<file path="config.mk">
export PLATFORM = sky130hd
export DESIGN_NAME = serial_subtractor_n_bit_flat
export DESIGN_NICKNAME = d
export VERILOG_FILES = /design/src/rtl/serial_subtractor_n_bit_if.sv /design/src/rtl/serial_subtractor_n_bit.sv /design/src/flat_wrapper.sv
export SDC_FILE = /design/constraint.sdc
export NUM_CORES = 1
export LEC_CHECK = 0
export ABC_AREA = 1
export CAP_MARGIN = 10
export CORE_MARGIN = 3
export CORE_UTILIZATION = 45
export CTS_BUF_LIST = sky130_fd_sc_hd__clkbuf_16
export CTS_CLUSTER_SIZE = 24
export DETAILED_ROUTE_END_ITERATION = 10
export PLACE_DENSITY = 0.73
export SKIP_LAST_GASP = 1
export SYNTH_ARGS = -nofsm -noshare
export SYNTH_HDL_FRONTEND = slang
export SYNTH_SLANG_ARGS = --single-unit
export TNS_END_PERCENT = 30
</file>
<file path="constraint.sdc">
create_clock -name clk -period 1.2 [get_ports clk]
set_clock_uncertainty 0.05 [all_clocks]
set_input_delay 0.12 -clock clk [delete_from_list [all_inputs] [get_ports clk]]
set_output_delay 0.12 -clock clk [all_outputs]
set_load 0.01 [all_outputs]
</file>
<file path="src/rtl/serial_subtractor_n_bit_if.sv">
// Operand/result bundle for the bit-serial subtractor.
// Carries ovf only when SERIAL_SUB_OVF_EN is defined.
interface serial_subtractor_n_bit_if #(
    parameter int N = 4
);
    logic         start;
    logic [N-1:0] a;
    logic [N-1:0] b;
    logic         bin;
    logic         busy;
    logic         done;
    logic [N-1:0] diff;
    logic         bout;
`ifdef SERIAL_SUB_OVF_EN
    logic         ovf;
`endif

    modport master (
        output start, a, b, bin,
        input  busy, done, diff, bout
`ifdef SERIAL_SUB_OVF_EN
        , input ovf
`endif
    );

    modport slave (
        input  start, a, b, bin,
        output busy, done, diff, bout
`ifdef SERIAL_SUB_OVF_EN
        , output ovf
`endif
    );
endinterface

</file>
<file path="src/rtl/serial_subtractor_n_bit.sv">
// Bit-serial N-bit subtractor: one bit per SHIFT cycle, LSB first, result latched on entry to DONE.
// Optional signed-overflow flag built only when SERIAL_SUB_OVF_EN is defined.
module serial_subtractor_n_bit #(
    parameter int N = 4
) (
    input  logic                      clk,
    input  logic                      rst,
    serial_subtractor_n_bit_if.slave  bus
);
    localparam int CW = $clog2(N + 1);
    localparam logic [CW-1:0] CNT_LAST = CW'(N - 1);
    localparam logic [CW-1:0] CNT_ONE  = CW'(1);

    typedef enum logic [1:0] {
        IDLE  = 2'd0,
        SHIFT = 2'd1,
        DONE  = 2'd2
    } state_t;

    state_t        state_q, state_d;
    logic [CW-1:0] cnt_q, cnt_d;
    logic [N-1:0]  a_q, a_d;
    logic [N-1:0]  b_q, b_d;
    logic          br_q, br_d;
    logic [N-1:0]  res_q, res_d;
    logic [N-1:0]  diff_q, diff_d;
    logic          bout_q, bout_d;
    logic          busy_q, busy_d;
    logic          done_q, done_d;
`ifdef SERIAL_SUB_OVF_EN
    logic          a_msb_q, a_msb_d;
    logic          b_msb_q, b_msb_d;
    logic          ovf_q, ovf_d;
`endif

    logic          ai_s;
    logic          bi_s;
    logic          d_bit_s;
    logic          br_nxt_s;
    logic [N-1:0]  res_shift_s;

    // One full-subtractor step on the current LSBs of the operand shift registers.
    always_comb begin
        ai_s        = a_q[0];
        bi_s        = b_q[0];
        d_bit_s     = ai_s ^ bi_s ^ br_q;
        br_nxt_s    = (~ai_s & bi_s) | (~(ai_s ^ bi_s) & br_q);
        res_shift_s = {d_bit_s, res_q[N-1:1]};
    end

    // Next-state and datapath control; results load from the final step's combinational values.
    always_comb begin
        state_d = state_q;
        cnt_d   = cnt_q;
        a_d     = a_q;
        b_d     = b_q;
        br_d    = br_q;
        res_d   = res_q;
        diff_d  = diff_q;
        bout_d  = bout_q;
        busy_d  = 1'b0;
        done_d  = 1'b0;
`ifdef SERIAL_SUB_OVF_EN
        a_msb_d = a_msb_q;
        b_msb_d = b_msb_q;
        ovf_d   = ovf_q;
`endif
        case (state_q)
            IDLE: begin
                if (bus.start) begin
                    a_d     = bus.a;
                    b_d     = bus.b;
                    br_d    = bus.bin;
                    cnt_d   = {CW{1'b0}};
                    res_d   = {N{1'b0}};
                    state_d = SHIFT;
                    busy_d  = 1'b1;
`ifdef SERIAL_SUB_OVF_EN
                    a_msb_d = bus.a[N-1];
                    b_msb_d = bus.b[N-1];
`endif
                end else begin
                    state_d = IDLE;
                end
            end
            SHIFT: begin
                a_d   = {1'b0, a_q[N-1:1]};
                b_d   = {1'b0, b_q[N-1:1]};
                br_d  = br_nxt_s;
                res_d = res_shift_s;
                cnt_d = cnt_q + CNT_ONE;
                if (cnt_q == CNT_LAST) begin
                    state_d = DONE;
                    done_d  = 1'b1;
                    diff_d  = res_shift_s;
                    bout_d  = br_nxt_s;
`ifdef SERIAL_SUB_OVF_EN
                    ovf_d   = (a_msb_q ^ b_msb_q) & (res_shift_s[N-1] ^ a_msb_q);
`endif
                end else begin
                    state_d = SHIFT;
                    busy_d  = 1'b1;
                end
            end
            DONE: begin
                state_d = IDLE;
            end
            default: begin
                state_d = IDLE;
            end
        endcase
    end

    // State and datapath registers; reset abandons any operation in flight.
    always_ff @(posedge clk or posedge rst) begin
        if (rst) begin
            state_q <= IDLE;
            cnt_q   <= {CW{1'b0}};
            a_q     <= {N{1'b0}};
            b_q     <= {N{1'b0}};
            br_q    <= 1'b0;
            res_q   <= {N{1'b0}};
            diff_q  <= {N{1'b0}};
            bout_q  <= 1'b0;
            busy_q  <= 1'b0;
            done_q  <= 1'b0;
`ifdef SERIAL_SUB_OVF_EN
            a_msb_q <= 1'b0;
            b_msb_q <= 1'b0;
            ovf_q   <= 1'b0;
`endif
        end else begin
            state_q <= state_d;
            cnt_q   <= cnt_d;
            a_q     <= a_d;
            b_q     <= b_d;
            br_q    <= br_d;
            res_q   <= res_d;
            diff_q  <= diff_d;
            bout_q  <= bout_d;
            busy_q  <= busy_d;
            done_q  <= done_d;
`ifdef SERIAL_SUB_OVF_EN
            a_msb_q <= a_msb_d;
            b_msb_q <= b_msb_d;
            ovf_q   <= ovf_d;
`endif
        end
    end

    assign bus.busy = busy_q;
    assign bus.done = done_q;
    assign bus.diff = diff_q;
    assign bus.bout = bout_q;
`ifdef SERIAL_SUB_OVF_EN
    assign bus.ovf  = ovf_q;
`endif
endmodule

</file>
<file path="src/flat_wrapper.sv">
// flat-port wrapper written by rule: the top's interface ports become plain ports
module serial_subtractor_n_bit_flat 
#(
    parameter int N = 4
)
  (clk, rst, bus_start, bus_a, bus_b, bus_bin, bus_busy, bus_done, bus_diff, bus_bout);
  serial_subtractor_n_bit_if #(.N(N)) bus_i ();
  input  logic clk;
  input  logic rst;
  input wire logic [$bits(bus_i.start)-1:0] bus_start;
  input wire logic [$bits(bus_i.a)-1:0] bus_a;
  input wire logic [$bits(bus_i.b)-1:0] bus_b;
  input wire logic [$bits(bus_i.bin)-1:0] bus_bin;
  output wire logic [$bits(bus_i.busy)-1:0] bus_busy;
  output wire logic [$bits(bus_i.done)-1:0] bus_done;
  output wire logic [$bits(bus_i.diff)-1:0] bus_diff;
  output wire logic [$bits(bus_i.bout)-1:0] bus_bout;
  assign bus_i.start = bus_start;
  assign bus_i.a = bus_a;
  assign bus_i.b = bus_b;
  assign bus_i.bin = bus_bin;
  assign bus_busy = bus_i.busy;
  assign bus_done = bus_i.done;
  assign bus_diff = bus_i.diff;
  assign bus_bout = bus_i.bout;
  serial_subtractor_n_bit #(.N(N)) u_core (.clk(clk), .rst(rst), .bus(bus_i));
endmodule
</file>
# Yosys cells after proc, flatten, opt, wreduce, memory -nomap -nowiden
# Cells that the tools add are included.
# word_totals
register_bits	25
out_inout_bits	7
# op_classes
add_sub_neg	1
eq_ne	3
muxes	18
bitwise	7
reduce_logical	4
# ops
operator	count
4-bit one-hot mux with 2 select lines	3
4-bit two-way mux	3
1-bit two-way mux	6
3-bit one-hot mux with 2 select lines	1
1-bit one-hot mux with 2 select lines	2
2-bit one-hot mux with 2 select lines	1
2-bit AND reduction	2
3-bit by 1-bit adder with 3-bit output, second input constant	1
3-bit by 2-bit equality test with 1-bit output, second input constant	1
3-bit two-way mux	1
1-bit bitwise AND	2
2-bit by 1-bit equality test with 1-bit output, second input constant	1
2-bit logical NOT	1
2-bit two-way mux	1
2-bit inequality test, second input constant	1
1-bit inverter	2
2-bit nonzero test	1
1-bit XOR	2
1-bit OR	1

# Logic depth before layout (Yosys ltp)
# Gate-level depths: netlist (run 1).
# logic_depth
ltp_word	5
mapped_depth	7

# Worst setup path before layout (run 1)
# Ideal clock, no wire load.
# synth_timing
kind	reg2reg
startpoint	register u_core.br_q
endpoint	register u_core.diff_q[3], in the netlist u_core.bus.diff[3]
t_arrival_ns	1.070
required_ns	1.067
slack_ns	-0.003
path_stages_with_launch	5
period_less_slack_ns	1.203
path_cell_list	dfrtp_1 -> inv_1 -> fa_1 -> inv_1 -> o21ai_0
# synth_between
elab_chain_len	1
# synth_lines
item	line_no	source
from (decl)	serial_subtractor_n_bit.sv:24	logic br_q, br_d;
from (signal assigned)	serial_subtractor_n_bit.sv:137	br_q <= br_d;
1-bit XOR	serial_subtractor_n_bit.sv:46	d_bit_s = ai_s ^ bi_s ^ br_q;
via u_core.d_bit_s	serial_subtractor_n_bit.sv:38	logic d_bit_s;
to (signal assigned)	serial_subtractor_n_bit.sv:123	diff_q <= {N{1'b0}};
to (signal assigned)	serial_subtractor_n_bit.sv:139	diff_q <= diff_d;
to (decl)	serial_subtractor_n_bit.sv:26	logic [N-1:0] diff_q, diff_d;
# The timed path passes the listed nets, and every way through them passes these cells.
# A chain may end at the register's enable or synchronous reset.

# Final worst setup path (run 1)
# layout_timing
startpoint	register u_core.cnt_q[0]
endpoint	register u_core.diff_q[0], in the netlist u_core.bus.diff[0]
# layout_between
elab_chain_len	2
# layout_lines
item	line_no	source
from (decl)	serial_subtractor_n_bit.sv:21	logic [CW-1:0] cnt_q, cnt_d;
from (signal assigned)	serial_subtractor_n_bit.sv:118	cnt_q <= {CW{1'b0}};
from (signal assigned)	serial_subtractor_n_bit.sv:134	cnt_q <= cnt_d;
3-bit by 2-bit equality test with 1-bit output	serial_subtractor_n_bit.sv:92	if (cnt_q == CNT_LAST) begin
2-bit AND reduction (no source line)	-	
# Every way passes these cells.

==> results of run 1 <==
==> kinds of logic (layout without fill, tap and decap cells) <==
kind of cell | after synthesis | count (layout) | share of synthesized area
and+or+nand+nor | 61 | 62 | 0.2564
buffers and inverters | 17 | 44 | 0.08384
adders and majority gates | 3 | 3 | 0.04374
AOI/OAI and AO/OA | 13 | 13 | 0.08142
DFF | 22 | 22 | 0.5346
==> worst max-delay path, cell delays in order (launching register included) <==
cell,delay (ns)
sky130_fd_sc_hd__dfrtp_1,0.39
sky130_fd_sc_hd__ha_1,0.20
sky130_fd_sc_hd__ha_1,0.25
sky130_fd_sc_hd__nand2_4,0.11
sky130_fd_sc_hd__inv_1,0.05
sky130_fd_sc_hd__nand2_1,0.05
sky130_fd_sc_hd__nand2_1,0.04
==> cell usage after synthesis <==
master | number | area (µm²)
sky130_fd_sc_hd__buf_6 | 3 | 33.78
sky130_fd_sc_hd__dfrtp_1 | 22 | 550.5
sky130_fd_sc_hd__fa_1 | 1 | 20.02
sky130_fd_sc_hd__ha_1 | 2 | 25.02
sky130_fd_sc_hd__inv_1 | 12 | 45.04
sky130_fd_sc_hd__inv_2 | 2 | 7.510
sky130_fd_sc_hd__nand2_1 | 49 | 183.9
sky130_fd_sc_hd__nand2_4 | 2 | 22.52
sky130_fd_sc_hd__nand3_1 | 8 | 40.04
sky130_fd_sc_hd__nand4_1 | 1 | 6.260
sky130_fd_sc_hd__nor2_4 | 1 | 11.26
sky130_fd_sc_hd__o21ai_0 | 8 | 40.04
sky130_fd_sc_hd__o21ai_1 | 2 | 10.01
sky130_fd_sc_hd__o21ai_2 | 2 | 17.52
sky130_fd_sc_hd__o21ai_4 | 1 | 16.27
==> worst paths after layout <==
kind / start / end / slack [ns]
hold / removal: rst / u_core.res_q[2] / 0.15
max in group asynchronous: rst / u_core.a_q[1] / 0.73
setup / recovery: u_core.cnt_q[0] / u_core.bus.diff[0] / -0.06
setup reg to reg: u_core.cnt_q[0] / u_core.bus.diff[0] / -0.06
min in group clk: bus_b[3] / u_core.b_q[3] / 0.37
hold reg to reg: u_core.bus.diff[0] / u_core.bus.diff[0] / 0.43
==> stage by stage <==
stage / setup WS, ns / cells / power [mW] / TNS (ns) / instance area [µm²]
2_1_floorplan: 0.02032 / 116 / 2.284 / 0 / 1030
3_5_place_dp: -0.04098 / 166 / 2.797 / -0.2030 / 1270
6_report: -0.05602 / 171 / 3.481 / -0.1415 / 1361
4_1_cts: -0.1050 / 170 / 3.487 / -0.5672 / 1345
3_3_place_gp: -0.03105 / 166 / 2.744 / -0.06325 / 1270
5_1_grt: -0.1288 / 171 / 3.822 / -0.8219 / 1361
==> flip-flops by register name (all words and copies together), names as in the netlist <==
name and count:
u_core.cnt_q 3, u_core.bus.bout 1, u_core.state_q 1, u_core.a_q 4, u_core.res_q 3, u_core.b_q 4, u_core.bus.diff 4, u_core.bus.done 1
u_core.br_q 1
==> final cells by class <==
type	count	area (µm²)
multi-input combinational	78	399.1
timing repair buffer	26	246.5
sequential	22	550.5
clock inverter	1	3.754
fill	171	700.7
inverter	14	52.55
clock buffer	3	75.07
tap	27	33.78
==> repair_timing <==
item,4_1_cts,5_1_grt
cloned,0,1
pin swaps,0,2
setup endpoints to repair,10,22
resized for setup,3,6
==> routing by layer <==
metal  vias to the layer above  GRT usage  part of all wire
met5                         -          0                 0
met4                         0    0.07660            0.0083
met3                         2    0.03324             0.034
met2                        11     0.3085              0.50
met1                       387     0.2202              0.45
li1                        420          -                 -
==> power breakdown <==
part,total (mW),switching [mW],internal [mW]
Sequential,1.26,0.187,1.07
Clock,0.701,0.257,0.444
Combinational,1.52,0.869,0.656
==> PnR_summary.wiki, run 1 <==
{| class="wikitable"
! Metric !! Value
|-
| Result of the run || finished with violations
|-
| Violated checks || negative setup slack
|-
| Max-slew violation count || 0
|-
| Net Count, Synth || approximately 130
|-
| Final Setup Violations || 5
|-
| Remaining antenna violation count after routing || 0
|-
| Overall via count from detail_route || slightly above 800
|-
| RePlAce Congestion || 0.8845
|-
| Register bit count reported by yosys || 22
|-
| Insertion delay to the later sink of the worst-skew pair || 0.25 ns
|-
| First DRT Iteration DRCs || 8
|-
| Number of H-tree branching levels || 1
|-
| GRT Overall Usage || 0.1803
|-
| Clock input transition at the sequential cells of the worst setup and hold paths || 0.06 ns
|-
| Post-layout util || 0.6602
|-
| Final net count || 160
|-
| Die W || 53.84 µm
|-
| Number of cells traversed by the worst register-to-register path || 6
|-
| CP endpoint kind || flop
|-
| Most used cells in the layout excluding fill and tap cells || sky130_fd_sc_hd__nand2_1, sky130_fd_sc_hd__dfrtp_1, sky130_fd_sc_hd__clkdlybuf4s50_1, sky130_fd_sc_hd__inv_1
|-
| Drt wl/cell || 11.99 µm
|-
| Antenna diodes || 0
|-
| Unrepaired setup endpoints after global routing || true
|-
| Wire length of the first global-routing pass || 3.670 mm
|-
| Initial antenna violation count || 0
|-
| Post-route DRC || 0
|-
| Worst endpoint data arrival time || 1.35 ns
|-
| Fraction of layout instances using a drive strength above 1 || 0.1528
|-
| Inserted Clock Buffers || 3
|-
| Largest net degree at the start of global routing || 23
|-
| Period utilisation layout || 1.047
|-
| Final-report hold violation count || 0
|-
| Area added between synthesis and finish || 32.20%
|-
| Std-Cell Core Area || 2062 µm²
|-
| Type of the most critical hold path || in2async
|-
| Largest driver fanout on the critical path || 5
|-
| Fmax || 0.7962 GHz
|-
| Count of max-cap constraint violations || 0
|-
| Number of buffers added on ports || 18
|-
| Number of buffers inserted to repair setup after CTS || 0
|-
| Post-CTS Hold Buffers || 0
|-
| Fin crit period || 1.256 ns
|-
| Height of the die || around 54 µm
|-
| Power per unit of standard cell area || 2557 nW/µm²
|-
| Vias per std cell || 4.795
|-
| Transition time of the tightest slew-check pin || roughly 0.27 ns
|-
| Avg Synthesized Cell Area || slightly below 9 µm²
|-
| Headroom to the max-slew limit || 0.8178
|-
| Most frequent standard cell in the layout excluding fill and tap cells || sky130_fd_sc_hd__nand2_1
|-
| Initial DRT Pass Iterations || 4
|-
| Setup crit start kind || flop
|-
| Global route total overflow || 0
|-
| Number of global-route vias before repair || roughly 850
|-
| Starting Density || 0.4994
|-
| Path type of the worst setup path || reg2reg
|-
| Buffer cell driving the clock tree root || sky130_fd_sc_hd__clkbuf_16
|-
| Synthesized netlist cell count || 116
|-
| Clk sinks || 22
|-
| Worst hold slack || 0.1503 ns
|-
| Max Root-Sink Buffers || 2
|-
| Yosys warning count || 0
|-
| Seq/Total Area, Yosys || 0.5346
|-
| Total die area || 2898 µm²
|-
| Leak pwr || 0.7553 nW
|-
| HPWL after detailed placement || 1.478 mm
|-
| Total Routed Length || 2.051 mm
|-
| Data required time of the critical path || 1.30 ns
|-
| Count of distinct cell types in the synthesized netlist || 15
|-
| Placement row count || 16
|-
| Least setup slack across all paths after layout || -0.05602 ns
|-
| CTS tree || built
|-
| I/O pin total || 19
|-
| Combined area of all synthesized cells || 1030 µm²
|-
| Peak supply drop || ~1.4 mV
|}
(Power assumes the default switching activity.)
==> run 2: changes to the inputs <==
--- a/config.mk
+++ b/config.mk
@@ -5,14 +5,13 @@
 export SDC_FILE = /design/constraint.sdc
 export NUM_CORES = 1
 export LEC_CHECK = 0
-export ABC_AREA = 1
 export CAP_MARGIN = 10
 export CORE_MARGIN = 3
-export CORE_UTILIZATION = 45
+export CORE_UTILIZATION = 46
 export CTS_BUF_LIST = sky130_fd_sc_hd__clkbuf_16
 export CTS_CLUSTER_SIZE = 24
 export DETAILED_ROUTE_END_ITERATION = 10
-export PLACE_DENSITY = 0.73
+export PLACE_DENSITY = 0.74
 export SKIP_LAST_GASP = 1
 export SYNTH_ARGS = -nofsm -noshare
 export SYNTH_HDL_FRONTEND = slang
==> PnR_summary.wiki, run 2 <==
{| class="wikitable"
! Metric !! Value
|-
| Result of the run || finished with violations (unchanged)
|-
| Violated checks || negative setup slack (unchanged)
|-
| Count of distinct cell types in the synthesized netlist || 20 (was 15)
|-
| Area taken by flip-flops and latches || 553.0 µm² (was 550.5 µm²)
|-
| Worst-case register-to-register setup slack || -0.18 ns (was -0.06 ns)
|-
| Data required time of the critical path || 1.29 ns (was 1.30 ns)
|-
| First DRT Iteration DRCs || 17 (was 8)
|-
| Number of logic stages on the critical path including buffering || 4 (was 6)
|-
| Leak pwr || 0.7339 nW (was 0.7553 nW)
|-
| Unrepaired setup endpoints after global routing || true (unchanged)
|-
| Register bit count reported by yosys || 22 (unchanged)
|-
| Overall via count from detail_route || 752 (was 820)
|-
| Buffer cell driving the clock tree root || sky130_fd_sc_hd__clkbuf_16 (unchanged)
|-
| Sequence of cells on the critical path || ha_2, ha_4, nand3b_4, mux2_4 (was ha_1, ha_1, nand2_4, inv_1, nand2_1, nand2_1)
|-
| Post-Route M1 WL || 1.065 mm (was 928 µm)
|-
| Total Routed Length || 2.302 mm (was 2.051 mm)
|-
| Fin crit period || 1.379 ns (was 1.256 ns)
|-
| Period utilisation layout || 1.149 (was 1.047)
|-
| Global route total overflow || 0 (unchanged)
|-
| Combined area of all synthesized cells || 1077 µm² (was 1030 µm²)
|-
| Final setup TNS || -1.689 ns (was -0.1415 ns)
|-
| Largest net degree at the start of global routing || 23 (unchanged)
|-
| Area added between synthesis and finish || 46.23% (was 32.20%)
|-
| Predominant post-synthesis flop cell || sky130_fd_sc_hd__dfrtp_1 (unchanged)
|-
| Number of H-tree branching levels || 1 (unchanged)
|-
| Most repeated cell in the gate-level netlist after synthesis || sky130_fd_sc_hd__dfrtp_1 (was sky130_fd_sc_hd__nand2_1)
|-
| CP endpoint kind || flop (unchanged)
|-
| Clock input transition at the sequential cells of the worst setup and hold paths || 0.06 ns (about the same)
|-
| Wire length of the first global-routing pass || 3.732 mm (was 3.670 mm)
|-
| Yosys warning count || 0 (unchanged)
|-
| Transition time of the tightest slew-check pin || 0.3115 ns (was 0.2733 ns)
|-
| Placement row count || 16 (unchanged)
|-
| Dominant cell type by area after synthesis || sky130_fd_sc_hd__dfrtp_1 (unchanged)
|-
| Setup crit start kind || flop (unchanged)
|-
| GRT Overall Usage || 0.1769 (was 0.1803)
|-
| Antenna diodes || 0 (unchanged)
|-
| Worst endpoint data arrival time || 1.47 ns (was 1.35 ns)
|-
| Peak supply drop || 1.759 mV (was 1.397 mV)
|-
| Drt wl/cell || 15.99 µm (was 11.99 µm)
|-
| Post-route DRC || 0 (unchanged)
|-
| Inst Count DP || 138 (was 166)
|-
| Proportion of netlist area held by the largest area contributor || 0.5110 (was 0.5346)
|-
| Layout fillers || 142 (was 171)
|-
| Type of the most critical hold path || in2async (unchanged)
|-
| Path type of the worst setup path || reg2reg (unchanged)
|-
| Total die area || 2959 µm² (was 2898 µm²)
|-
| Number of buffers added on ports || 18 (unchanged)
|-
| Cell types with the highest counts after synthesis || sky130_fd_sc_hd__dfrtp_1, sky130_fd_sc_hd__inv_1, sky130_fd_sc_hd__a22o_1, sky130_fd_sc_hd__nor3b_1 (was sky130_fd_sc_hd__nand2_1, sky130_fd_sc_hd__dfrtp_1, sky130_fd_sc_hd__inv_1)
|-
| Clk sinks || 22 (unchanged)
|-
| Height of the die || 54.40 µm (was 53.84 µm)
|-
| Net Count, Synth || 95 (was 131)
|-
| Number of global-route vias before repair || 791 (was 849)
|-
| Least setup slack across all paths after layout || -0.1786 ns (was -0.05602 ns)
|-
| Async set-reset flop share out of synthesis || 1.000 (unchanged)
|-
| Power per unit of standard cell area || 2790 nW/µm² (was 2557 nW/µm²)
|-
| Initial DRT Pass Iterations || 4 (unchanged)
|-
| Final-report hold violation count || 0 (unchanged)
|-
| I/O pin total || 19 (unchanged)
|-
| Remaining antenna violation count after routing || 0 (unchanged)
|-
| Post-CTS Hold Buffers || 0 (unchanged)
|-
| Count of flip-flops with a built-in enable after synthesis || 0 (unchanged)
|-
| Max Root-Sink Buffers || 2 (unchanged)
|-
| Std-Cell Core Area || 2082 µm² (was 2062 µm²)
|-
| Initial antenna violation count || 0 (unchanged)
|-
| HPWL after detailed placement || 1.556 mm (was 1.478 mm)
|-
| Final net count || 133 (was 160)
|-
| Insertion delay to the later sink of the worst-skew pair || 0.25 ns (about the same)
|-
| Total length of routed met3 wires || 72 µm (was 69 µm)
|-
| Met2 wirelength from detailed routing || 1.144 mm (was 1.035 mm)
|-
| Total power draw || 4.395 mW (was 3.481 mW)
|-
| Most used cells in the layout excluding fill and tap cells || sky130_fd_sc_hd__dfrtp_1, sky130_fd_sc_hd__buf_4, sky130_fd_sc_hd__clkdlybuf4s50_1, sky130_fd_sc_hd__inv_1, sky130_fd_sc_hd__a22o_1 (was sky130_fd_sc_hd__nand2_1, sky130_fd_sc_hd__dfrtp_1, sky130_fd_sc_hd__clkdlybuf4s50_1, sky130_fd_sc_hd__inv_1)
|-
| Final Setup Violations || 20 (was 5)
|-
| Inserted Clock Buffers || 3 (unchanged)
|-
| RePlAce Congestion || 0.7259 (was 0.8845)
|-
| Avg Synthesized Cell Area || 13.47 µm² (was 8.877 µm²)
|-
| Top cells by area in the synthesized netlist || sky130_fd_sc_hd__dfrtp_1, sky130_fd_sc_hd__a22o_1, sky130_fd_sc_hd__nor4b_2, sky130_fd_sc_hd__nor3b_1, sky130_fd_sc_hd__a211oi_2 (was sky130_fd_sc_hd__dfrtp_1, sky130_fd_sc_hd__nand2_1, sky130_fd_sc_hd__inv_1, sky130_fd_sc_hd__nand3_1, sky130_fd_sc_hd__o21ai_0)
|-
| CTS tree || built (unchanged)
|-
| Number of cells traversed by the worst register-to-register path || 4 (was 6)
|-
| Crit-path leading delay family || flip-flops (was adder cells)
|-
| Largest driver fanout on the critical path || 6 (was 5)
|-
| Vias per std cell || 5.222 (was 4.795)
|-
| Seq/Total Area, Yosys || 0.5110 (was 0.5346)
|-
| Fraction of layout instances using a drive strength above 1 || 0.4017 (was 0.1528)
|-
| Combined buffer and inverter count along the critical path || 0 (was 1)
|-
| Uppermost layer routed || met4 (unchanged)
|-
| Most frequent standard cell in the layout excluding fill and tap cells || sky130_fd_sc_hd__dfrtp_1 (was sky130_fd_sc_hd__nand2_1)
|-
| Area used by multi-input combinational logic || 499.2 µm² (was 399.1 µm²)
|-
| Fmax || 0.7254 GHz (was 0.7962 GHz)
|-
| Post-route insts no fill || 144 (was 171)
|-
| Worst path slowest cell || sky130_fd_sc_hd__dfrtp_1 (unchanged)
|-
| Post-layout util || 0.7566 (was 0.6602)
|-
| Max-slew violation count || 0 (unchanged)
|-
| Headroom to the max-slew limit || 0.7914 (was 0.8178)
|-
| Max stage delay on crit path || 0.39 ns (about the same)
|-
| Count of max-cap constraint violations || 0 (unchanged)
|-
| Starting Density || 0.5174 (was 0.4994)
|-
| Die W || 54.40 µm (was 53.84 µm)
|-
| Synthesized netlist cell count || 80 (was 116)
|}
==> run 2: cell types whose count changed in the layout (fill, tap and decap cells not counted), sizes merged, moves of 2 or more <==
cell,previous run,this run
a211oi,0,6
a22o,0,7
buf,8,20
clkdlybuf4s50,11,16
dlymetal6s2s,4,0
inv,14,12
mux2,0,5
nand2,52,0
nand3,8,0
nor3b,0,7
nor4b,0,7
o21ai,13,0
==> run 2: per-layer routing <==
| layer | global-route usage | vias up |
|---|---|---|
| met5 | 0 | - |
| met4 | 0.03734 | 0 |
| met3 | 0.03270 | 2 |
| met2 | 0.2928 | 15 |
| met1 | 0.2409 | 371 |
| li1 | - | 364 |
==> run 2: repair_timing <==
action | in CTS | in global routing
pin swaps | 2 | 3
setup endpoints to repair | 26 | 26
endpoints found under the hold margin | 0 | 0
resized for setup | 4 | 8
buffers inserted | 1 | 1
==> run 2: power breakdown <==
| group | switching (mW) | internal (mW) | leakage [nW] | total [mW] |
|---|---|---|---|---|
| Sequential | 0.204 | 1.10 | 0.268 | 1.30 |
| Clock | 0.274 | 0.662 | 0.0511 | 0.936 |
| Combinational | 0.931 | 1.23 | 0.414 | 2.16 |
| Total | 1.41 | 2.99 | 0.734 | 4.40 |
==> run 2: layout make-up <==
cell class	instances	share of cell area
inverters	12	0.02859
clock buffers	3	0.04766
repair buffers	38	0.2153
well taps	27	0.02145
flip-flops and latches	22	0.3511
clock inverters	1	0.01906
multi-input cells	41	0.3169
==> run 2: worst paths after layout <==
path,start,end
setup / recovery,u_core.cnt_q[0],u_core.bus.diff[1]
hold / removal,rst,u_core.b_q[0]
setup reg to reg,u_core.cnt_q[0],u_core.bus.diff[1]
hold reg to reg,u_core.bus.diff[2],u_core.bus.diff[2]
max in group asynchronous,rst,u_core.bus.done
min in group clk,bus_a[3],u_core.a_q[3]
==> run 2: kinds of logic (layout without fill, tap and decap cells) <==
family                     after synthesis  after routing  share of synthesized area
and+or+nand+nor                         16             16                     0.1556
muxes                                    6              6                    0.06155
buffers and inverters                   17             54                    0.08246
adders and majority gates                3              3                    0.04181
DFF                                     22             22                     0.5110
AOI/OAI and AO/OA                       16             16                     0.1475
==> run 2: worst reg2reg max path, cell delays in order, from the launching register on <==
cell                       delay (ns)
sky130_fd_sc_hd__dfrtp_1         0.39
sky130_fd_sc_hd__ha_2            0.21
sky130_fd_sc_hd__ha_4            0.17
sky130_fd_sc_hd__nand3b_4        0.13
sky130_fd_sc_hd__mux2_4          0.31
==> run 2: per-stage QoR <==
step	setup slack, ns	hold slack, ns	cell area [µm²]
6_report	-0.1786	0.1432	1575
5_1_grt	-0.2215	0.1977	1575
2_1_floorplan	-0.1015	0.05923	1107
3_5_place_dp	-0.1929	0.4328	1413
3_3_place_gp	-0.1683	0.4270	1413
4_1_cts	-0.1656	0.1610	1525
==> run 3: changes to the inputs <==
--- a/config.mk
+++ b/config.mk
@@ -6,11 +6,13 @@
 export NUM_CORES = 1
 export LEC_CHECK = 0
 export CAP_MARGIN = 10
+export CORE_ASPECT_RATIO = 1.75
 export CORE_MARGIN = 3
 export CORE_UTILIZATION = 46
 export CTS_BUF_LIST = sky130_fd_sc_hd__clkbuf_16
 export CTS_CLUSTER_SIZE = 24
 export DETAILED_ROUTE_END_ITERATION = 10
+export HOLD_SLACK_MARGIN = 0.05
 export PLACE_DENSITY = 0.74
 export SKIP_LAST_GASP = 1
 export SYNTH_ARGS = -nofsm -noshare
==> PnR_summary.wiki, run 3 (synthesized netlist as in run 2, its figures left out) <==
{| class="wikitable"
! Metric !! Value
|-
| CTS tree || built (unchanged)
|-
| Initial antenna violation count || 0 (unchanged)
|-
| Pre-CTS WS || -0.1592 ns (was -0.1929 ns)
|-
| Final Setup Violations || 14 (was 20)
|-
| Path type of the worst setup path || reg2reg (unchanged)
|-
| Data required time of the critical path || 1.29 ns (about the same)
|-
| Most used cells in the layout excluding fill and tap cells || sky130_fd_sc_hd__dfrtp_1, sky130_fd_sc_hd__buf_4, sky130_fd_sc_hd__clkdlybuf4s50_1, sky130_fd_sc_hd__inv_1 (was sky130_fd_sc_hd__dfrtp_1, sky130_fd_sc_hd__buf_4, sky130_fd_sc_hd__clkdlybuf4s50_1, sky130_fd_sc_hd__inv_1, sky130_fd_sc_hd__a22o_1)
|-
| Type of the most critical hold path || in2async (unchanged)
|-
| Headroom to the max-slew limit || 0.8042 (was 0.7914)
|-
| Layout fillers || 161 (was 142)
|-
| Psw || 1.280 mW (was 1.408 mW)
|-
| Remaining antenna violation count after routing || 0 (unchanged)
|-
| Transition time of the tightest slew-check pin || 0.2895 ns (was 0.3115 ns)
|-
| Largest driver fanout on the critical path || 5 (was 6)
|-
| Clock input transition at the sequential cells of the worst setup and hold paths || 0.06 ns (about the same)
|-
| Peak supply drop || 1.490 mV (was 1.759 mV)
|-
| Max Root-Sink Buffers || 2 (unchanged)
|-
| Part of the total power dissipated in the clock network || 0.174 (was 0.213)
|-
| Wire length of the first global-routing pass || 3.560 mm (was 3.732 mm)
|-
| Max-slew violation count || 0 (unchanged)
|-
| Result of the run || finished with violations (unchanged)
|-
| Number of buffers added on ports || 18 (unchanged)
|-
| Leak pwr || 0.7302 nW (was 0.7339 nW)
|-
| Post-layout util || 0.6887 (was 0.7566)
|-
| Post-CTS Hold Buffers || 0 (unchanged)
|-
| Fin crit period || 1.333 ns (was 1.379 ns)
|-
| Insertion delay to the later sink of the worst-skew pair || 0.25 ns (about the same)
|-
| Worst endpoint data arrival time || 1.42 ns (was 1.47 ns)
|-
| Overall via count from detail_route || 736 (was 752)
|-
| Starting Density || 0.4954 (was 0.5174)
|-
| Antenna diodes || 0 (unchanged)
|-
| Buffer cell driving the clock tree root || sky130_fd_sc_hd__clkbuf_16 (unchanged)
|-
| Unrepaired setup endpoints after global routing || true (unchanged)
|-
| Global route total overflow || 0 (unchanged)
|-
| Fraction of layout instances using a drive strength above 1 || 0.3596 (was 0.4017)
|-
| Setup crit start kind || flop (unchanged)
|-
| Inserted Clock Buffers || 3 (unchanged)
|-
| Most frequent standard cell in the layout excluding fill and tap cells || sky130_fd_sc_hd__dfrtp_1 (unchanged)
|-
| GRT Overall Usage || 0.1566 (was 0.1769)
|-
| Height of the die || 70.02 µm (was 54.40 µm)
|-
| Count of max-cap constraint violations || 0 (unchanged)
|-
| Proportion of power drawn by combinational gates || 0.500 (was 0.491)
|-
| Std-Cell Core Area || 2175 µm² (was 2082 µm²)
|-
| Initial DRT Pass Iterations || 4 (unchanged)
|-
| Drt wl/cell || 14.29 µm (was 15.99 µm)
|-
| Final setup TNS || -1.016 ns (was -1.689 ns)
|-
| First DRT Iteration DRCs || 12 (was 17)
|-
| Total Routed Length || 1.972 mm (was 2.302 mm)
|-
| Clk sinks || 22 (unchanged)
|-
| CP endpoint kind || flop (unchanged)
|-
| Violated checks || negative setup slack (unchanged)
|-
| Internal || 2.702 mW (was 2.987 mW)
|-
| Number of H-tree branching levels || 1 (unchanged)
|-
| Final-report hold violation count || 0 (unchanged)
|-
| Period utilisation layout || 1.111 (was 1.149)
|-
| Post-route DRC || 0 (unchanged)
|-
| Vias per std cell || 5.333 (was 5.222)
|-
| Least setup slack across all paths after layout || -0.1327 ns (was -0.1786 ns)
|-
| Final net count || 131 (was 133)
|-
| I/O pin total || 19 (unchanged)
|-
| Largest net degree at the start of global routing || 23 (unchanged)
|-
| Die W || 42.58 µm (was 54.40 µm)
|-
| RePlAce Congestion || 0.7167 (was 0.7259)
|-
| Placement row count || 22 (was 16)
|-
| Net switching share of the total power || 0.3214 (was 0.3203)
|-
| Total power draw || 3.982 mW (was 4.395 mW)
|-
| HPWL after detailed placement || 1.440 mm (was 1.556 mm)
|-
| Area added between synthesis and finish || 39.02% (was 46.23%)
|-
| Number of global-route vias before repair || 807 (was 791)
|-
| Fmax || 0.7504 GHz (was 0.7254 GHz)
|-
| Power per unit of standard cell area || 2659 nW/µm² (was 2790 nW/µm²)
|-
| Total die area || 2981 µm² (was 2959 µm²)
|-
| Part of the total power dissipated in sequential elements || 0.326 (was 0.296)
|}
==> run 3: cell types whose count changed in the layout (fill, tap and decap cells not counted), moves of 2 or more <==
| cell | change |
|---|---|
| sky130_fd_sc_hd__dlymetal6s2s_1 | +2 |
| sky130_fd_sc_hd__dlygate4sd2_1 | +2 |
| sky130_fd_sc_hd__clkdlybuf4s50_1 | -4 |
| sky130_fd_sc_hd__buf_6 | -3 |
==> run 3: critical path, stage by stage (launching register included) <==
cell and delay (ns):
sky130_fd_sc_hd__dfrtp_1 0.38, sky130_fd_sc_hd__ha_2 0.20, sky130_fd_sc_hd__ha_4 0.16, sky130_fd_sc_hd__nand3b_4 0.11, sky130_fd_sc_hd__mux2_4 0.31
==> run 3: layout make-up <==
class	count	area, µm²	area share
Timing Repair Buffer	36	327.8	0.2189
Inverter	12	45.04	0.03008
Sequential cell	22	551.8	0.3684
Clock buffer	3	75.07	0.05013
Multi-Input combinational cell	41	467.9	0.3124
Tap cell	24	30.03	0.02005
==> run 3: per-layer routing <==
layer  track usage  vias to the layer above  part of all wire
li1              -                      354                 -
met1        0.1898                      357              0.40
met2        0.2598                       20              0.53
met3       0.02320                        5             0.040
met4       0.08304                        0             0.024
met5             0                        -                 0
==> run 3: repair_timing <==
item / in CTS / in global routing
resized for setup: 5 / 3
pin swaps: 2 / 1
setup buffers: 2 / 1
setup endpoints to repair: 27 / 24
endpoints found under the hold margin: 0 / 0
==> run 3: stage by stage <==
stage / cells / cell area (µm²) / hold WS [ns]
final: 138 / 1498 / 0.1547
after global routing: 138 / 1498 / 0.2276
after CTS: 137 / 1485 / 0.1760
after detailed placement: 132 / 1399 / 0.4400
after global placement: 132 / 1399 / 0.4269
after floorplan: 80 / 1107 / 0.05923
==> run 3: path summary, 6_finish.rpt <==
path / startpoint / end / slack, ns / depth (start not counted)
setup reg to reg: u_core.cnt_q[0] / u_core.bus.diff[3] / -0.13 / 4
min in group clk: bus_b[3] / u_core.b_q[3] / 0.42 / 2
hold reg to reg: u_core.bus.diff[1] / u_core.bus.diff[1] / 0.46 / 1
hold / removal: rst / u_core.state_q[0] / 0.15 / 3
max in group asynchronous: rst / u_core.bus.done / 0.71 / 3
setup / recovery: u_core.cnt_q[0] / u_core.bus.diff[3] / -0.13 / 4
==> run 3: power groups by stage <==
stage / logic, mW / registers [mW] / clock network [mW]
after CTS: 2.00 / 1.30 / 0.698
after floorplan: 1.26 / 1.30 / 0
after detailed placement: 1.98 / 1.31 / 0
after global placement: 1.93 / 1.29 / 0
after global routing: 2.20 / 1.35 / 0.724
final: 1.99 / 1.30 / 0.692
==> patch 1, RTL diff (settings of run 2) <==
`N` is set to 4 in 3 places; all go to 8.
--- a/src/rtl/serial_subtractor_n_bit_if.sv
+++ b/src/rtl/serial_subtractor_n_bit_if.sv
@@ -1,7 +1,7 @@
 // Operand/result bundle for the bit-serial subtractor.
 // Carries ovf only when SERIAL_SUB_OVF_EN is defined.
 interface serial_subtractor_n_bit_if #(
-    parameter int N = 4
+    parameter int N = 8
 );
     logic         start;
     logic [N-1:0] a;
--- a/src/rtl/serial_subtractor_n_bit.sv
+++ b/src/rtl/serial_subtractor_n_bit.sv
@@ -1,7 +1,7 @@
 // Bit-serial N-bit subtractor: one bit per SHIFT cycle, LSB first, result latched on entry to DONE.
 // Optional signed-overflow flag built only when SERIAL_SUB_OVF_EN is defined.
 module serial_subtractor_n_bit #(
-    parameter int N = 4
+    parameter int N = 8
 ) (
     input  logic                      clk,
     input  logic                      rst,
--- a/src/flat_wrapper.sv
+++ b/src/flat_wrapper.sv
@@ -1,7 +1,7 @@
 // flat-port wrapper written by rule: the top's interface ports become plain ports
 module serial_subtractor_n_bit_flat 
 #(
-    parameter int N = 4
+    parameter int N = 8
 )
   (clk, rst, bus_start, bus_a, bus_b, bus_bin, bus_busy, bus_done, bus_diff, bus_bout);
   serial_subtractor_n_bit_if #(.N(N)) bus_i ();
Interface: changed (resized bus_a, bus_b and bus_diff); port bits go from 19 to 31. The function was not compared with the original's and may differ.
==> patch 1 against run 2 <==
- the run still ends with negative setup slack left
- critical path depth up 1
- sequential cell count up 17
- design area up 50%
- core utilization down 2.0 points
- final cell count up 63%
- routed wire length up 61%
- worst setup slack worse by 79 ps
- maximum frequency down 5.4%
- clock power up 32%
- global-route usage up 1.6 points
- combinational power up 4%
- total power up 27%
- largest cell class unchanged
- area after synthesis up 51%
- sequential share of layout area up 6.2 points
- critical endpoint is now u_core.bus.diff[5]
==> patch 1: results (changes against run 2) <==
** Place
- The total of buffers placed on input and output ports was 30 (+12).
- The sum of net half-perimeters after detailed placement was 2370 µm (+52%).
- The final weighted congestion of routability-driven global placement came to 0.745 (+2.7%).

** Timing
- Post-Route Setup TNS :: -3980 ps (-2290 ps)
- Fin worst setup slack :: -257 ps (-78.8 ps)
- The final hold slack was 192 ps (+49.3 ps).
- The actual slew at the worst max-slew pin came to 204 ps (-107 ps).
- The total setup violations reported at the end of the flow came to 36 (+80%).

** Synth
- Ranked by total cell area, the synthesized netlist is headed by dfrtp_1 60%, a22oi_1 6.5%, mux2_2 6.2%, a22o_1 5.9%, o21ai_0 4.0%.
- Mapped Avg Cell Area :: 12.0 µm² (-11%)
- The register area share after synthesis came to 60.0% (+8.9 points).
- After synthesis, the most frequently instantiated cells are 39 x dfrtp_1, 15 x nand2_1, 14 x a22oi_1.
- The area fraction of the dominant cell type after synthesis came to 60.0% (+8.9 points).
- The multiplexer area fraction after synthesis is 7.54% (+1.4 points).
- The synthesized netlist net count is 158 (+66%).

** Power and ir drop
- Leak pwr :: 1.08 nW (+47%)
- The worst voltage drop across the vdd grid is 0.00136 V (-23%).
- Logic pwr share :: 40.0% (-9.1 points)
- Portion of total power attributed to sequential cells :: 37.9% (+8.3 points)
- Switching power as a share of total power :: 31.1% (-0.95 points)
- The post-layout total power is 5.60 mW (+27%).

** Layout
- The count of nets after finishing was 212 (+59%).
- The number of filler cells placed in the layout came to 248 (+75%).
- Fraction of layout cells with a size suffix above 1 :: 29.8% (-10 points)

** Outcome
- The run finished, with violations left.
- The final reports fail on negative setup slack.

** Critical path
- The cell depth of the worst flop-to-flop path is 5 (+1).
- The worst path arrival time is 1560 ps (+90 ps).
- The worst register-to-register path ends at u_core.bus.diff[5].

** GRT
- Global-route wire length before repair :: 6200 µm (+66%)
- The largest net degree at the start of global routing was 40 (+74%).
- The total track usage came to 19.3% (+1.6 points).
- The met1 track demand over resource is 25.6% (+1.5 points).
- Grt met2 use :: 31.9% (+2.6 points)
- The met3 global-route usage is 3.76% (+0.49 points).
- Vias in the first global route :: 1278 (+62%)

** Detailed routing
- The via-per-instance ratio is 5.37 (+2.8%).
- Total met2 wirelength after detailed routing :: 1930 µm (+68%)
- The mean routed wirelength per cell came to 15.8 µm (-1.4%).
- The length of routed met3 wiring came to 149 µm (+110%).
- The DRC marker count from the first detailed-route iteration came to 56 (+39).
- The total routed wire length on the met1 layer was 1610 µm (+51%).

** Clocking
- Post-CTS Setup Inserts :: 2 (+1)
- The TritonCTS buffer count is 5 (+2).
[patch 1: how the worst max path moves through the flow]
stage | start | end | slack, ps
floorplan | u_core.cnt_q[0] | u_core.bus.diff[0] | -230
global placement | bus_start | u_core.b_q[7] | -230
detailed placement | u_core.cnt_q[0] | u_core.bus.diff[5] | -280
CTS | u_core.cnt_q[0] | u_core.bus.diff[5] | -260
global route | u_core.cnt_q[0] | u_core.bus.diff[6] | -340
finish | u_core.cnt_q[0] | u_core.bus.diff[5] | -260
[patch 1: layout make-up]
| cell class | instances | area (µm²) | area share (%) |
|---|---|---|---|
| Multi-Input combinational cell | 83 | 639 | 27.1 |
| Sequential cell | 39 | 976 | 41.3 |
| Timing Repair Buffer | 57 | 536 | 22.7 |
| Clock inverter | 3 | 15.0 | 0.636 |
| Tap cell | 44 | 55.1 | 2.33 |
| Clock buffer | 5 | 125 | 5.30 |
| Inverter | 4 | 15.0 | 0.636 |
==> patch 2, RTL diff (settings of run 2) <==
Without the edit above. Encoding of `state_t`: now one-hot (3 bits for 3 states).
--- a/src/rtl/serial_subtractor_n_bit.sv
+++ b/src/rtl/serial_subtractor_n_bit.sv
@@ -11,10 +11,10 @@
     localparam logic [CW-1:0] CNT_LAST = CW'(N - 1);
     localparam logic [CW-1:0] CNT_ONE  = CW'(1);
 
-    typedef enum logic [1:0] {
-        IDLE  = 2'd0,
-        SHIFT = 2'd1,
-        DONE  = 2'd2
+    typedef enum logic [2:0] {
+        IDLE  = 3'b001,
+        SHIFT = 3'b010,
+        DONE  = 3'b100
     } state_t;
 
     state_t        state_q, state_d;
Formal check against the unedited RTL: same outputs for any inputs over 10 cycles, from zero or initial values and one cycle with rst high; not proved beyond that.
==> patch 2 against run 2 <==
- the flow still finishes with violations (negative setup slack)
- core utilization grew 1.2 points
- routed wire length grew 3.9%
- area after synthesis shrank 6.6%
- total power shrank 11%
- worst setup slack lost 120 ps
- combinational power shrank 13%
- design area shrank 1.4%
- sequential cell count grew 1
- maximum frequency shrank 7.9%
- clock power shrank 24%
- largest power group unchanged
==> patch 2: results (changes against run 2) <==
** Synth
- The number of distinct library cells after synthesis came to 27 (+35%).
- Top cells by area in the synthesized netlist :: dfrtp_1 55%, a22o_1 6.1%, a2bb2oi_1 5.2%, o22ai_1 5.0%, mux2_1 4.5%
- The synthesized netlist net count was 90 (-5.3%).
- The count of warnings emitted by yosys was 0 (unchanged).
- The register area share after synthesis is 57.3% (+6.2 points).
- Number of flops mapped to enable cells by yosys :: 0 (unchanged)
- FFs w/ async S/R, synth :: 100% (unchanged)
- Ranked by instance count, the synthesized netlist is headed by 22 x dfrtp_1, 8 x o22ai_1, 7 x a22o_1.
- Prevailing post-synth register cell :: dfrtp_1

** GRT
- Met1 track demand over resource in global routing :: 25.0% (+0.96 points)
- The largest net degree at the start of global routing is 24 (+4.3%).
- Met3 track demand over resource :: 4.27% (+1.0 points)
- Overflow left after global routing :: 0 (unchanged)
- Vias in the first global route :: 790 (-0.13%)
- The total track usage came to 19.5% (+1.8 points).
- Grt met2 use :: 31.2% (+1.9 points)
- Global-route wire length before repair :: 3800 µm (+1.7%)

** Critical path
- Critical-path cell with the highest stage delay :: dfrtp_1
- The highest fanout seen on the critical path came to 7 (+1).
- Arrival time worst endpoint :: 1590 ps (+120 ps)
- Gate family responsible for the most delay along the worst path :: flip-flops

** Outcome
- The checks that failed: negative setup slack.
- The run finished, with violations left.

** Clocking
- Clk slew on worst S/H paths :: 60 ps (about the same)
- Number of clock buffers inserted by TritonCTS :: 3 (unchanged)
- Clk Latency, worst-skew pair :: about 260 ps
- H-tree lvl count :: 1 (unchanged)
- The tree is rooted in a clkbuf_16.
- Maximum buffer depth of the clock tree :: 2 (unchanged)

** Timing
- The worst-case headroom to the max-slew limit is 83.2% (+4.1 points).
- The worst path setup slack after routing is -297 ps (-119 ps).
- The final total negative setup slack came to -4020 ps (-2330 ps).
- The total setup violations reported at the end of the flow is 29 (+45%).

** Min path
- The tightest min-delay check is of the input port to async pin type.

** Detailed routing
- Total number of vias :: 767 (+2.0%)
- The DRC marker count from the first detailed-route iteration was 16 (-1).
- The post-detailed-routing wire length is 2390 µm (+3.9%).
- The length of the first detailed-routing pass in iterations was 4 (unchanged).

** Power and ir drop
- The standby leakage power is 0.704 nW (-4.1%).
- Power density over cell area :: 2520 nW/µm² (-9.8%)
- Max VDD drop :: 0.00149 V (-15%)

** Place
- Post-detailed-placement cell area :: 1370 µm² (-2.9%)
- The sum of net half-perimeters after detailed placement is 1540 µm (-0.76%).
- Routability congestion estimate :: 0.742 (+2.2%)
- Number of I/O port buffers :: 18 (unchanged)

** Layout
- Leaving out fill and tap cells, the most frequent cell in the layout is dfrtp_1.
- The number of antenna cells inserted was 0 (unchanged).
- The ratio of cells with drive above 1 in the final layout was 42.1% (+1.9 points).
- Number of nets in the finished design :: 130 (-2.3%)
patch 2: cell count changes in the layout (fill, tap and decap cells not counted), moves of 4 or more:
cell,change
a211oi_2,-5
a2bb2oi_2,+6
inv_1,-7
nor3b_1,-5
nor4b_2,-4
o22ai_1,+4
o22ai_2,+4
patch 2: power breakdown:
part	leakage [nW]	total (mW)	internal, mW	switching, mW
Sequential	0.266	1.33	1.10	0.233
Combinational	0.396	1.87	1.14	0.732
Clock	0.0423	0.710	0.445	0.265
Total	0.704	3.91	2.68	1.23
patch 2: through the flow:
| stage | worst slack (ps) | power, mW | instances | hold slack [ps] | util (%) |
|---|---|---|---|---|---|
| 2_1_floorplan | -194 | 2.19 | 75 | 71.1 | - |
| 3_3_place_gp | -221 | 2.80 | 134 | 409 | 67.8 |
| 3_5_place_dp | -268 | 2.85 | 134 | 419 | 67.8 |
| 4_1_cts | -294 | 3.78 | 141 | 147 | 74.8 |
| 5_1_grt | -323 | 4.10 | 141 | 160 | 76.9 |
| 6_report | -297 | 3.91 | 141 | 141 | 76.9 |
patch 2: kinds of logic after synthesis:
| group | Yosys count | synth area share [%] |
|---|---|---|
| AND/OR/NAND/NOR | 9 | 6.84 |
| AO/OA/AOI/OAI | 27 | 22.1 |
| multiplexers | 5 | 5.47 |
| buffers and inverters | 8 | 3.73 |
| flip-flops | 23 | 57.3 |
| adder cells (fa/ha/maj) | 3 | 4.48 |
patch 2: worst register-to-register path: stages (launching register included):
cell and delay (ps):
dfrtp_1 400, ha_2 200, ha_4 160, nand4bb_1 110, buf_6 150, mux2_4 310
patch 2: worst paths after layout:
path,cells past startpoint,end,slack [ps],from
setup / recovery,5,u_core.bus.diff[1],-300,u_core.cnt_q[0]
hold / removal,3,u_core.cnt_q[2],140,rst
setup reg to reg,5,u_core.bus.diff[1],-300,u_core.cnt_q[0]
hold reg to reg,2,u_core.bus.diff[3],450,u_core.bus.diff[3]
max in group asynchronous,3,u_core.state_q[0],740,rst
min in group clk,2,u_core.bus.diff[3],450,u_core.bus.diff[3]
patch 2: area by class of cell:
type	count	area, µm²
clock buffers	3	75.1
clock inverters	1	3.75
fillers	110	468
inverters	6	25.0
multi-input cells	44	489
flip-flops and latches	23	578
well taps	27	33.8
repair buffers	37	349
patch 2: what timing repair did:
action	4_1_cts	5_1_grt
gates resized for setup	13	7
pin swaps	1	2
setup endpoints to repair	28	30
setup buffers	3	0
patch 2: metal layers:
| layer | up-vias | wire [µm] |
|---|---|---|
| met5 | - | 0 |
| met4 | 0 | 36 |
| met3 | 3 | 60 |
| met2 | 12 | 1160 |
| met1 | 394 | 1140 |
| li1 | 358 | - |
